[src/rtl/barret_3623_pkg.sv]
// Shared constants for the Barrett mod-3623 reducer and its round-robin front end.
package barret_3623_pkg;

   localparam int N_REQ = 4;
   localparam int Q     = 3623;
   localparam int MU    = 4630;   // floor(2^24 / Q)
   localparam int K     = 12;
   localparam int OP_W  = 23;
   localparam int RES_W = 12;
   localparam int R2_W  = 14;
   localparam int Q1_W  = 24;
   localparam int ID_W  = $clog2(N_REQ);

endpackage

[src/rtl/barret_arbiter_3623_if.sv]
// Request/response bundle between the requesters and the shared reducer.
interface barret_arbiter_3623_if #(
   parameter int N_REQ = barret_3623_pkg::N_REQ
);

   localparam int ID_W = $clog2(N_REQ);

   logic                                   en;
   logic [N_REQ-1:0]                       req_valid;
   logic [N_REQ*barret_3623_pkg::OP_W-1:0] req_data;
   logic [N_REQ-1:0]                       req_ready;
   logic                                   rsp_valid;
   logic [ID_W-1:0]                        rsp_id;
   logic [barret_3623_pkg::RES_W-1:0]      rsp_data;
   logic                                   busy;

   modport master (
      output en, req_valid, req_data,
      input  req_ready, rsp_valid, rsp_id, rsp_data, busy
   );

   modport slave (
      input  en, req_valid, req_data,
      output req_ready, rsp_valid, rsp_id, rsp_data, busy
   );

endinterface

[src/rtl/barret_pipe_3623.sv]
// Three-stage Barrett reduction: estimate quotient, subtract, then two corrections.
module barret_pipe_3623
   import barret_3623_pkg::*;
#(
   parameter int Q    = barret_3623_pkg::Q,
   parameter int MU   = barret_3623_pkg::MU,
   parameter int K    = barret_3623_pkg::K,
   parameter int ID_W = barret_3623_pkg::ID_W
) (
   input  logic             clk,
   input  logic             rst,
   input  logic             in_valid,
   input  logic [OP_W-1:0]  in_data,
   input  logic [ID_W-1:0]  in_id,
   output logic             out_valid,
   output logic [RES_W-1:0] out_data,
   output logic [ID_W-1:0]  out_id,
   output logic             busy
);

   logic             s1_valid, s2_valid;
   logic [OP_W-1:0]  s1_din;
   logic [Q1_W-1:0]  s1_q1;
   logic [ID_W-1:0]  s1_id, s2_id;
   logic [R2_W-1:0]  s2_r2;
   logic [Q1_W-1:0]  q1_next, q_times_mod;
   logic [R2_W-1:0]  r2_next, r3_once;
   logic [RES_W-1:0] r3_twice;

   assign q1_next     = Q1_W'(in_data >> K) * Q1_W'(MU);
   assign q_times_mod = (s1_q1 >> K) * Q1_W'(Q);
   // Quotient estimate undershoots by at most 2, so the remainder fits in 14 bits.
   assign r2_next     = R2_W'(Q1_W'(s1_din) - q_times_mod);

   // NOTE: defaulting every output at the top of always_comb prevents latch inference.
   always_comb begin
      r3_once = s2_r2;
      if (s2_r2 >= R2_W'(Q)) r3_once = s2_r2 - R2_W'(Q);
      r3_twice = RES_W'(r3_once);
      if (r3_once >= R2_W'(Q)) r3_twice = RES_W'(r3_once - R2_W'(Q));
   end

   // NOTE: sequential state uses non-blocking assignments so every stage samples pre-edge values.
   always_ff @(posedge clk or posedge rst) begin
      if (rst) begin
         s1_valid  <= 1'b0;
         s2_valid  <= 1'b0;
         out_valid <= 1'b0;
         out_data  <= '0;
         out_id    <= '0;
      end else begin
         s1_valid  <= in_valid;
         s2_valid  <= s1_valid;
         out_valid <= s2_valid;
         if (s2_valid) begin
            out_data <= r3_twice;
            out_id   <= s2_id;
         end
      end
   end

   // NOTE: interior datapath registers need no reset; the valid bits already qualify them.
   always_ff @(posedge clk) begin
      if (in_valid) begin
         s1_din <= in_data;
         s1_q1  <= q1_next;
         s1_id  <= in_id;
      end
      if (s1_valid) begin
         s2_r2 <= r2_next;
         s2_id <= s1_id;
      end
   end

   assign busy = s1_valid | s2_valid | out_valid;

endmodule

[src/rtl/barret_arbiter_3623.sv]
// Round-robin front end sharing one Barrett mod-Q reducer among N_REQ requesters.
module barret_arbiter_3623
   import barret_3623_pkg::*;
#(
   parameter int N_REQ = barret_3623_pkg::N_REQ,
   parameter int Q     = barret_3623_pkg::Q,
   parameter int MU    = barret_3623_pkg::MU,
   parameter int K     = barret_3623_pkg::K
) (
   input logic                  clk,
   input logic                  rst,
   barret_arbiter_3623_if.slave bus
);

   localparam int PTR_W = $clog2(N_REQ);

   logic [N_REQ-1:0] grant;
   logic [PTR_W-1:0] grant_id, ptr, idx;
   logic [OP_W-1:0]  grant_data;
   logic             acc_valid;
   logic [OP_W-1:0]  acc_data;
   logic [PTR_W-1:0] acc_id;
   logic             pipe_busy;

   // Scan from the pointer upward, wrapping; the first valid requester wins.
   always_comb begin
      grant    = '0;
      grant_id = '0;
      idx      = '0;
      for (int off = 0; off < N_REQ; off++) begin
         idx = PTR_W'((int'(ptr) + off) % N_REQ);
         if (bus.en && bus.req_valid[idx] && grant == '0) begin
            grant[idx] = 1'b1;
            grant_id   = idx;
         end
      end
   end

   always_comb begin
      grant_data = '0;
      for (int i = 0; i < N_REQ; i++)
         if (grant[i]) grant_data = bus.req_data[i*OP_W +: OP_W];
   end

   assign bus.req_ready = grant;

   always_ff @(posedge clk or posedge rst) begin
      if (rst) begin
         ptr       <= '0;
         acc_valid <= 1'b0;
      end else begin
         acc_valid <= |grant;
         if (|grant) ptr <= (grant_id == PTR_W'(N_REQ - 1)) ? '0 : grant_id + 1'b1;
      end
   end

   always_ff @(posedge clk) begin
      if (|grant) begin
         acc_data <= grant_data;
         acc_id   <= grant_id;
      end
   end

   barret_pipe_3623 #(
      .Q    (Q),
      .MU   (MU),
      .K    (K),
      .ID_W (PTR_W)
   ) u_pipe (
      .clk       (clk),
      .rst       (rst),
      .in_valid  (acc_valid),
      .in_data   (acc_data),
      .in_id     (acc_id),
      .out_valid (bus.rsp_valid),
      .out_data  (bus.rsp_data),
      .out_id    (bus.rsp_id),
      .busy      (pipe_busy)
   );

   // The capture register holds an operation in flight too, so it counts towards busy.
   assign bus.busy = acc_valid | pipe_busy;

endmodule
[src/flat_wrapper.sv]
// flat-port wrapper written by rule: the top's interface ports become plain ports
module barret_arbiter_3623_flat import barret_3623_pkg::*;
#(
   parameter int N_REQ = barret_3623_pkg::N_REQ,
   parameter int Q     = barret_3623_pkg::Q,
   parameter int MU    = barret_3623_pkg::MU,
   parameter int K     = barret_3623_pkg::K
)
  (clk, rst, bus_en, bus_req_valid, bus_req_data, bus_req_ready, bus_rsp_valid, bus_rsp_id, bus_rsp_data, bus_busy);
  barret_arbiter_3623_if #(.N_REQ(N_REQ)) bus_i ();
  input logic clk;
  input logic rst;
  input wire logic [$bits(bus_i.en)-1:0] bus_en;
  input wire logic [$bits(bus_i.req_valid)-1:0] bus_req_valid;
  input wire logic [$bits(bus_i.req_data)-1:0] bus_req_data;
  output wire logic [$bits(bus_i.req_ready)-1:0] bus_req_ready;
  output wire logic [$bits(bus_i.rsp_valid)-1:0] bus_rsp_valid;
  output wire logic [$bits(bus_i.rsp_id)-1:0] bus_rsp_id;
  output wire logic [$bits(bus_i.rsp_data)-1:0] bus_rsp_data;
  output wire logic [$bits(bus_i.busy)-1:0] bus_busy;
  assign bus_i.en = bus_en;
  assign bus_i.req_valid = bus_req_valid;
  assign bus_i.req_data = bus_req_data;
  assign bus_req_ready = bus_i.req_ready;
  assign bus_rsp_valid = bus_i.rsp_valid;
  assign bus_rsp_id = bus_i.rsp_id;
  assign bus_rsp_data = bus_i.rsp_data;
  assign bus_busy = bus_i.busy;
  barret_arbiter_3623 #(.N_REQ(N_REQ), .Q(Q), .MU(MU), .K(K)) u_core (.clk(clk), .rst(rst), .bus(bus_i));
endmodule
[config.mk]
export PLATFORM = sky130hd
export DESIGN_NAME = barret_arbiter_3623_flat
export DESIGN_NICKNAME = d
export VERILOG_FILES = /design/src/rtl/barret_3623_pkg.sv /design/src/rtl/barret_arbiter_3623_if.sv /design/src/rtl/barret_pipe_3623.sv /design/src/rtl/barret_arbiter_3623.sv /design/src/flat_wrapper.sv
export SDC_FILE = /design/constraint.sdc
export NUM_CORES = 1
export LEC_CHECK = 0
export BUFFER_PORTS_ARGS = -buffer_cell sky130_fd_sc_hd__clkbuf_2
export CAP_MARGIN = 20
export CORE_ASPECT_RATIO = 0.8
export CORE_MARGIN = 2
export CORE_UTILIZATION = 40
export CTS_CLUSTER_DIAMETER = 50
export DETAILED_ROUTE_END_ITERATION = 10
export HOLD_SLACK_MARGIN = 0.05
export SYNTH_ARGS = -nofsm -noshare
export SYNTH_HDL_FRONTEND = slang
export SYNTH_SLANG_ARGS = --single-unit
[constraint.sdc]
create_clock -name clk -period 6.2 [get_ports clk]
set_clock_uncertainty 0.1 [all_clocks]
set_input_delay 1.86 -clock clk [delete_from_list [all_inputs] [get_ports clk]]
set_output_delay 1.86 -clock clk [all_outputs]
set_load 0.03 [all_outputs]
## Word level (Yosys, flattened, before mapping)

Index checks and enable logic that the tools add are counted.

- Bitwise logic cells: 6
- Reductions and logical operators: 15
- Add/sub/neg operators: 7
- Mux-type cells: 31
- Equal/unequal tests: 1
- Order comparisons: 10
- Multiply operators: 2

Operator list:

| kind | count |
|---|---|
| 2-to-1 mux 23 bit | 4 |
| >= comparator 14 x 12 -> 1 bit (second input constant) | 2 |
| multiplier 11 x 12 -> 23 bit (second input constant) | 1 |
| 2-to-1 mux 4 bit | 4 |
| multiplier 12 x 12 -> 14 bit (second input constant) | 1 |
| 2-to-1 mux 14 bit | 1 |
| subtractor 14 x 12 -> 14 bit (second input constant) | 1 |
| subtractor 14 bit | 1 |
| zero test 4 bit | 3 |
| < comparator 2 x 3 -> 1 bit (second input constant) | 4 |
| 2-to-1 mux 12 bit | 1 |
| bitwise OR 4 bit | 3 |
| subtractor 12 bit (second input constant) | 1 |
| logical AND 1 bit | 11 |
| 2-to-1 mux 2 bit | 5 |
| binary-select mux 1 bit (select 2 bit) | 4 |
| demux 1 bit (select 2 bit) | 4 |
| >= comparator 2 x 1 -> 1 bit (second input constant) | 4 |
| 2-to-1 mux 1 bit | 8 |
| adder 2 x 1 -> 2 bit (second input constant) | 2 |
| adder 2 bit (second input constant) | 2 |
| OR reduction 4 bit | 1 |
| bitwise OR 1 bit | 3 |
| == test 2 bit (second input constant) | 1 |

- Flip-flop bits (word level): 100
- Logic and storage cells: 86
- Output and inout port bits: 20
- Bits of input ports: 99

## Depth between registers and ports, before layout

- Word-level depth: 18
- Mapped depth: 18
- Gate-level depth less buffers: 18

## Cells and area by module

A second synthesis with hierarchy kept.

- Cell total of the unflattened synthesis: 849
- Area total of the unflattened synthesis: 8889.8 µm²

By module, submodules not included:

| module | instances | cells an instance | sequential area each (µm²) | area an instance (µm²) |
|---|---|---|---|---|
| barret_pipe_3623 | 1 | 618 | 1746.7 | 6647.6 |
| barret_arbiter_3623 | 1 | 231 | 825.8 | 2242.2 |

## Least setup slack after synthesis

Ideal clock, no wire load.

- Path kind: input -> output
- Start point: input bus_req_valid[2]
- End point: output bus_req_ready[2]
- Data arrival time: 4.486 ns
- Stages on the path: 11
- Setup slack: -0.246 ns
- Required time: 4.240 ns
- Cells stage by stage: mux4_2 > and2_4 > o211a_2 > or4b_1 > or4_1 > buf_4 > or2_4 > o21a_1 > buf_6 > clkinv_8 > buf_12

- Word-level cells in the longest chain between the ends: 13

Ends and longest elaborated chain:

| element | RTL line | RTL |
|---|---|---|
| start: declaration | flat_wrapper.sv:14 | `input wire logic [$bits(bus_i.req_valid)-1:0] bus_req_valid;` |
| binary-select mux 1 bit (select 2 bit) | barret_arbiter_3623.sv:32 | `if (bus.en && bus.req_valid[idx] && grant == '0) begin` |
| 2-to-1 mux 1 bit (implied by the code) | barret_arbiter_3623.sv:32 |  |
| logical AND 1 bit | barret_arbiter_3623.sv:32 |  |
| 2-to-1 mux 4 bit | barret_arbiter_3623.sv:32 |  |
| zero test 4 bit | barret_arbiter_3623.sv:32 |  |
| logical AND 1 bit | barret_arbiter_3623.sv:32 |  |
| 2-to-1 mux 4 bit | barret_arbiter_3623.sv:32 |  |
| zero test 4 bit | barret_arbiter_3623.sv:32 |  |
| logical AND 1 bit | barret_arbiter_3623.sv:32 |  |
| 2-to-1 mux 4 bit | barret_arbiter_3623.sv:32 |  |
| zero test 4 bit | barret_arbiter_3623.sv:32 |  |
| logical AND 1 bit | barret_arbiter_3623.sv:32 |  |
| 2-to-1 mux 4 bit (*) | barret_arbiter_3623.sv:32 |  |
| end: declaration | flat_wrapper.sv:16 | `output wire logic [$bits(bus_i.req_ready)-1:0] bus_req_ready;` |

Every way passes the cells marked *; elsewhere a longest branch is shown, timed or not. The select of a mux whose other input is x is not followed.

## Worst setup path after layout

Same ends and word-level chain as after synthesis.

==> report_table.html <==
<table>
<tr><th>Metric</th><th>Value</th></tr>
<tr><th colspan="2">Routing</th></tr>
<tr><td>Post-DR wirelength/cell</td><td>14.3 µm</td></tr>
<tr><td>Via density</td><td>approximately 5.0</td></tr>
<tr><td>DRC viols</td><td>0</td></tr>
<tr><td>Remaining number of nets flagged by the antenna check after routing</td><td>0</td></tr>
<tr><td>Vias post-DR</td><td>between 6000 and 7000</td></tr>
<tr><td>Total Routed Length</td><td>about 18 mm</td></tr>
<tr><td>Drt first-iter violations</td><td>between 200 and 300</td></tr>
<tr><td>DR pass1 iterations</td><td>5</td></tr>
<tr><th colspan="2">Placed design</th></tr>
<tr><td>Port Buffers</td><td>118</td></tr>
<tr><td>Post-Place Cell Area</td><td>0.00990 mm²</td></tr>
<tr><td>Gpl congestion</td><td>0.834</td></tr>
<tr><td>Pre-CTS setup slack</td><td>-0.306 ns</td></tr>
<tr><td>HPWL reported at the end of detailed placement</td><td>about 15 mm</td></tr>
<tr><th colspan="2">Global route</th></tr>
<tr><td>Via count of the first global-routing pass</td><td>a little over 6000</td></tr>
<tr><td>Initial antenna violation count</td><td>0</td></tr>
<tr><td>Overflow after GRT</td><td>0</td></tr>
<tr><td>First-pass GRT wire length</td><td>around 30 mm</td></tr>
<tr><td>Maximum number of pins on one net before global-route repair</td><td>48</td></tr>
<tr><td>Total routing resource utilization after global routing</td><td>0.161</td></tr>
<tr><th colspan="2">Hold path</th></tr>
<tr><td>Startpoint of the tightest hold check path</td><td>u_core.acc_data[7]</td></tr>
<tr><td>Worst hold-check path type</td><td>reg -&gt; reg</td></tr>
<tr><th colspan="2">Yosys</th></tr>
<tr><td>Mapped Area</td><td>about 0.009 mm²</td></tr>
<tr><td>Top-area cell type share of the netlist area</td><td>0.232</td></tr>
<tr><td>Share of synthesized registers carrying an async set or reset</td><td>0.225</td></tr>
<tr><td>Most used standard cell by instance count after synthesis</td><td>ha_1</td></tr>
<tr><td>Post-synthesis sequential area ratio</td><td>0.288</td></tr>
<tr><td>Number of unique standard cell types used by synthesis</td><td>78</td></tr>
<tr><td>Ys flop type</td><td>edfxtp_1</td></tr>
<tr><td>Mean instance size in the synthesized netlist</td><td>around 11 µm²</td></tr>
<tr><td>Syn. warnings</td><td>0</td></tr>
<tr><td>Gate Count Post-Synth</td><td>840</td></tr>
<tr><td>Synth area leader</td><td>edfxtp_1</td></tr>
<tr><td>Synth area leaders</td><td>edfxtp_1, ha_1, fa_1</td></tr>
<tr><td>Flip-flop and latch count after synthesis</td><td>89</td></tr>
<tr><td>Mapped Nets</td><td>approximately 1100</td></tr>
<tr><td>Number of flops mapped to enable cells by yosys</td><td>just under 70</td></tr>
<tr><td>Most numerous cell types in the synthesized netlist</td><td>ha_1, inv_1, edfxtp_1</td></tr>
<tr><th colspan="2">STA</th></tr>
<tr><td>Setup Total Neg Slack</td><td>-0.203 ns</td></tr>
<tr><td>Minimum clock period after layout</td><td>6.32 ns</td></tr>
<tr><td>Max-slew violation total from the final report</td><td>0</td></tr>
<tr><td>Final worst slack</td><td>-0.120 ns</td></tr>
<tr><td>Normalized max-slew margin</td><td>0.447</td></tr>
<tr><td>Fin crit share</td><td>1.02</td></tr>
<tr><td>Final setup fails</td><td>3</td></tr>
<tr><td>Slew @ Worst Pin</td><td>between 0.8 and 0.9 ns</td></tr>
<tr><td>RSZ-0062 raised after global routing</td><td>true</td></tr>
<tr><td>Final hold vios</td><td>0</td></tr>
<tr><td>Upper clock frequency limit</td><td>approximately 160 MHz</td></tr>
<tr><th colspan="2">Critical path</th></tr>
<tr><td>WS Path Type</td><td>in -&gt; out</td></tr>
<tr><td>Slowest Stage Delay on Critical Path</td><td>0.50 ns</td></tr>
<tr><td>Critical-path cell with the highest stage delay</td><td>or4_4</td></tr>
<tr><td>Element type at the critical path start</td><td>input port</td></tr>
<tr><td>Series of cell instances along the critical path</td><td>buf_6 -&gt; mux4_2 -&gt; and2_4 -&gt; o211a_4 -&gt; or4b_4 -&gt; or4_4 -&gt; or2_4 -&gt; o21a_4 -&gt; clkinv_8 -&gt; clkbuf_16</td></tr>
<tr><td>First element of the critical path</td><td>bus_req_valid[2]</td></tr>
<tr><td>Critical Path AT</td><td>between 4 and 5 ns</td></tr>
<tr><td>Critical Path RT</td><td>~4.2 ns</td></tr>
<tr><td>Worst reg2reg startpoint</td><td>u_core.acc_data[20]</td></tr>
<tr><td>Setup crit end kind</td><td>output pin</td></tr>
<tr><td>Maximum fanout encountered on the critical timing path</td><td>3</td></tr>
<tr><th colspan="2">Run status</th></tr>
<tr><td>Run status</td><td>finished with violations</td></tr>
<tr><td>Violations in the final reports</td><td>setup timing</td></tr>
<tr><th colspan="2">Floorplan</th></tr>
<tr><td>Overall die width</td><td>171 µm</td></tr>
<tr><td>Core Area</td><td>approximately 0.022 mm²</td></tr>
<tr><td>Die outline height</td><td>138 µm</td></tr>
<tr><td>Site row count</td><td>between 40 and 50</td></tr>
<tr><td>Die Footprint</td><td>roughly 0.024 mm²</td></tr>
<tr><td>Starting density of the core</td><td>0.411</td></tr>
<tr><td>Ports</td><td>119</td></tr>
<tr><th colspan="2">Layout</th></tr>
<tr><td>Total inserted antenna cells</td><td>0</td></tr>
<tr><td>Fraction of final layout cells sized beyond drive strength 1</td><td>0.242</td></tr>
<tr><td>Final Net Count</td><td>between 1000 and 1500</td></tr>
<tr><td>Area growth, synth to finish</td><td>15.6%</td></tr>
<tr><td>Cell area after layout</td><td>0.0103 mm²</td></tr>
<tr><th colspan="2">CTS</th></tr>
<tr><td>Cell at the root of the clock tree</td><td>clkbuf_16</td></tr>
<tr><td>Clock-pin slew of the registers on the worst-case setup and hold paths</td><td>0.07 ns</td></tr>
<tr><td>Bufs on Longest Clock Path</td><td>2</td></tr>
<tr><td>Number of clock buffers inserted by TritonCTS</td><td>9</td></tr>
<tr><td>Clock tree from TritonCTS</td><td>done</td></tr>
<tr><td>Clock insertion delay at the later pin of the skew report</td><td>between 0.3 and 0.4 ns</td></tr>
<tr><td>Sinks on the clock net</td><td>89</td></tr>
<tr><td>Hold-fix buffers, CTS</td><td>0</td></tr>
<tr><td>Maximum level of the CTS H-tree</td><td>3</td></tr>
<tr><th colspan="2">Run</th></tr>
<tr><td>Max-capacitance violation count</td><td>0</td></tr>
</table>
-- worst max-delay path, delay by kind of cell --
family	cells	cell delay, ns
compound gates	2	0.36
buf+inv	3	0.27
simple gates	4	1.40
mux	1	0.44
-- metrics by stage --
step,cells,util,hold WS (ns)
after floorplan,840,-,0.273
after global placement,1253,0.455,0.301
after CTS,1269,0.472,0.319
final,1271,0.475,0.319
after global routing,1271,0.475,0.326
after detailed placement,1253,0.455,0.305
-- flip-flops by register name, indices dropped and copies added (netlist names), named ones only --
register and cells:
u_core.u_pipe.out_data 12, u_core.u_pipe.s1_q1 12, u_core.u_pipe.s1_id 2, u_core.u_pipe.s2_valid 1
u_core.acc_id 2, u_core.u_pipe.s2_r2 14, u_core.u_pipe.out_valid 1, u_core.u_pipe.s1_din 14
u_core.u_pipe.out_id 2, u_core.acc_data 23, u_core.acc_valid 1, u_core.ptr 1
u_core.u_pipe.s1_valid 1, u_core.u_pipe.s2_id 2
-- cells in the final DEF (no fill, tap or decap), types with 8 or more instances in the layout --
cell	synthesis	routed
inv_1	125	125
xnor2_1	42	42
o31ai_2	20	20
nand3_1	11	11
nor2_1	58	58
mux2_2	12	12
o31ai_1	8	8
clkbuf_16	0	10
nand2_1	46	46
o21a_1	11	10
nor3_1	16	16
and3_1	8	8
clkbuf_2	0	111
a221oi_2	20	20
xor2_1	12	12
a21oi_1	16	16
edfxtp_1	69	69
dfrtp_1	20	20
fa_1	49	49
o21ai_0	17	17
a31oi_1	9	9
buf_4	3	26
ha_1	139	139
-- logic make-up (layout without fill, tap and decap cells) --
group / after synthesis / count (layout) / share of synthesized area
adder cells (fa/ha/maj): 188 / 188 / 0.304
AO/OA/AOI/OAI: 156 / 156 / 0.158
XOR/XNOR: 54 / 54 / 0.0529
multiplexers: 19 / 19 / 0.0262
AND/OR/NAND/NOR: 177 / 177 / 0.0948
buffers and inverters: 157 / 288 / 0.0762
flip-flops: 89 / 89 / 0.288
-- layout make-up --
class	count	area, µm²
clock buffer	9	225
clock inverter	7	81.3
fill	2061	11400
inverter	127	489
multi-input combinational	594	5720
sequential	89	2570
tap	300	375
timing repair buffer	145	863
-- metal layers --
metal	vias up	part of all wire	wire length, µm	track usage
met1	2961	0.49	8930	0.224
li1	3227	-	-	-
met4	0	0.010	189	0.0414
met2	190	0.44	8060	0.256
met5	-	0	0	0
met3	11	0.054	978	0.0333
-- path summary, 6_finish.rpt --
check | end | depth (start not counted) | slack, ns
min | u_core.u_pipe.s1_din[7] | 0 | 0.32
max reg2reg | u_core.u_pipe.s1_q1[23] | 17 | 1.19
max in group asynchronous | u_core.u_pipe.out_data[2] | 2 | 3.94
min in group asynchronous | u_core.acc_valid | 2 | 1.55
max | bus_req_ready[2] | 10 | -0.12
min reg2reg | u_core.u_pipe.s1_din[7] | 0 | 0.32
-- repair_timing --
item	in CTS	in global routing
endpoints found under the setup margin	3	4
pin swaps	2	3
gates resized for setup	11	12
setup buffers	0	2
Power is not shown: default switching activity piles up to over one toggle a cycle in this logic, so the estimate is an artifact.
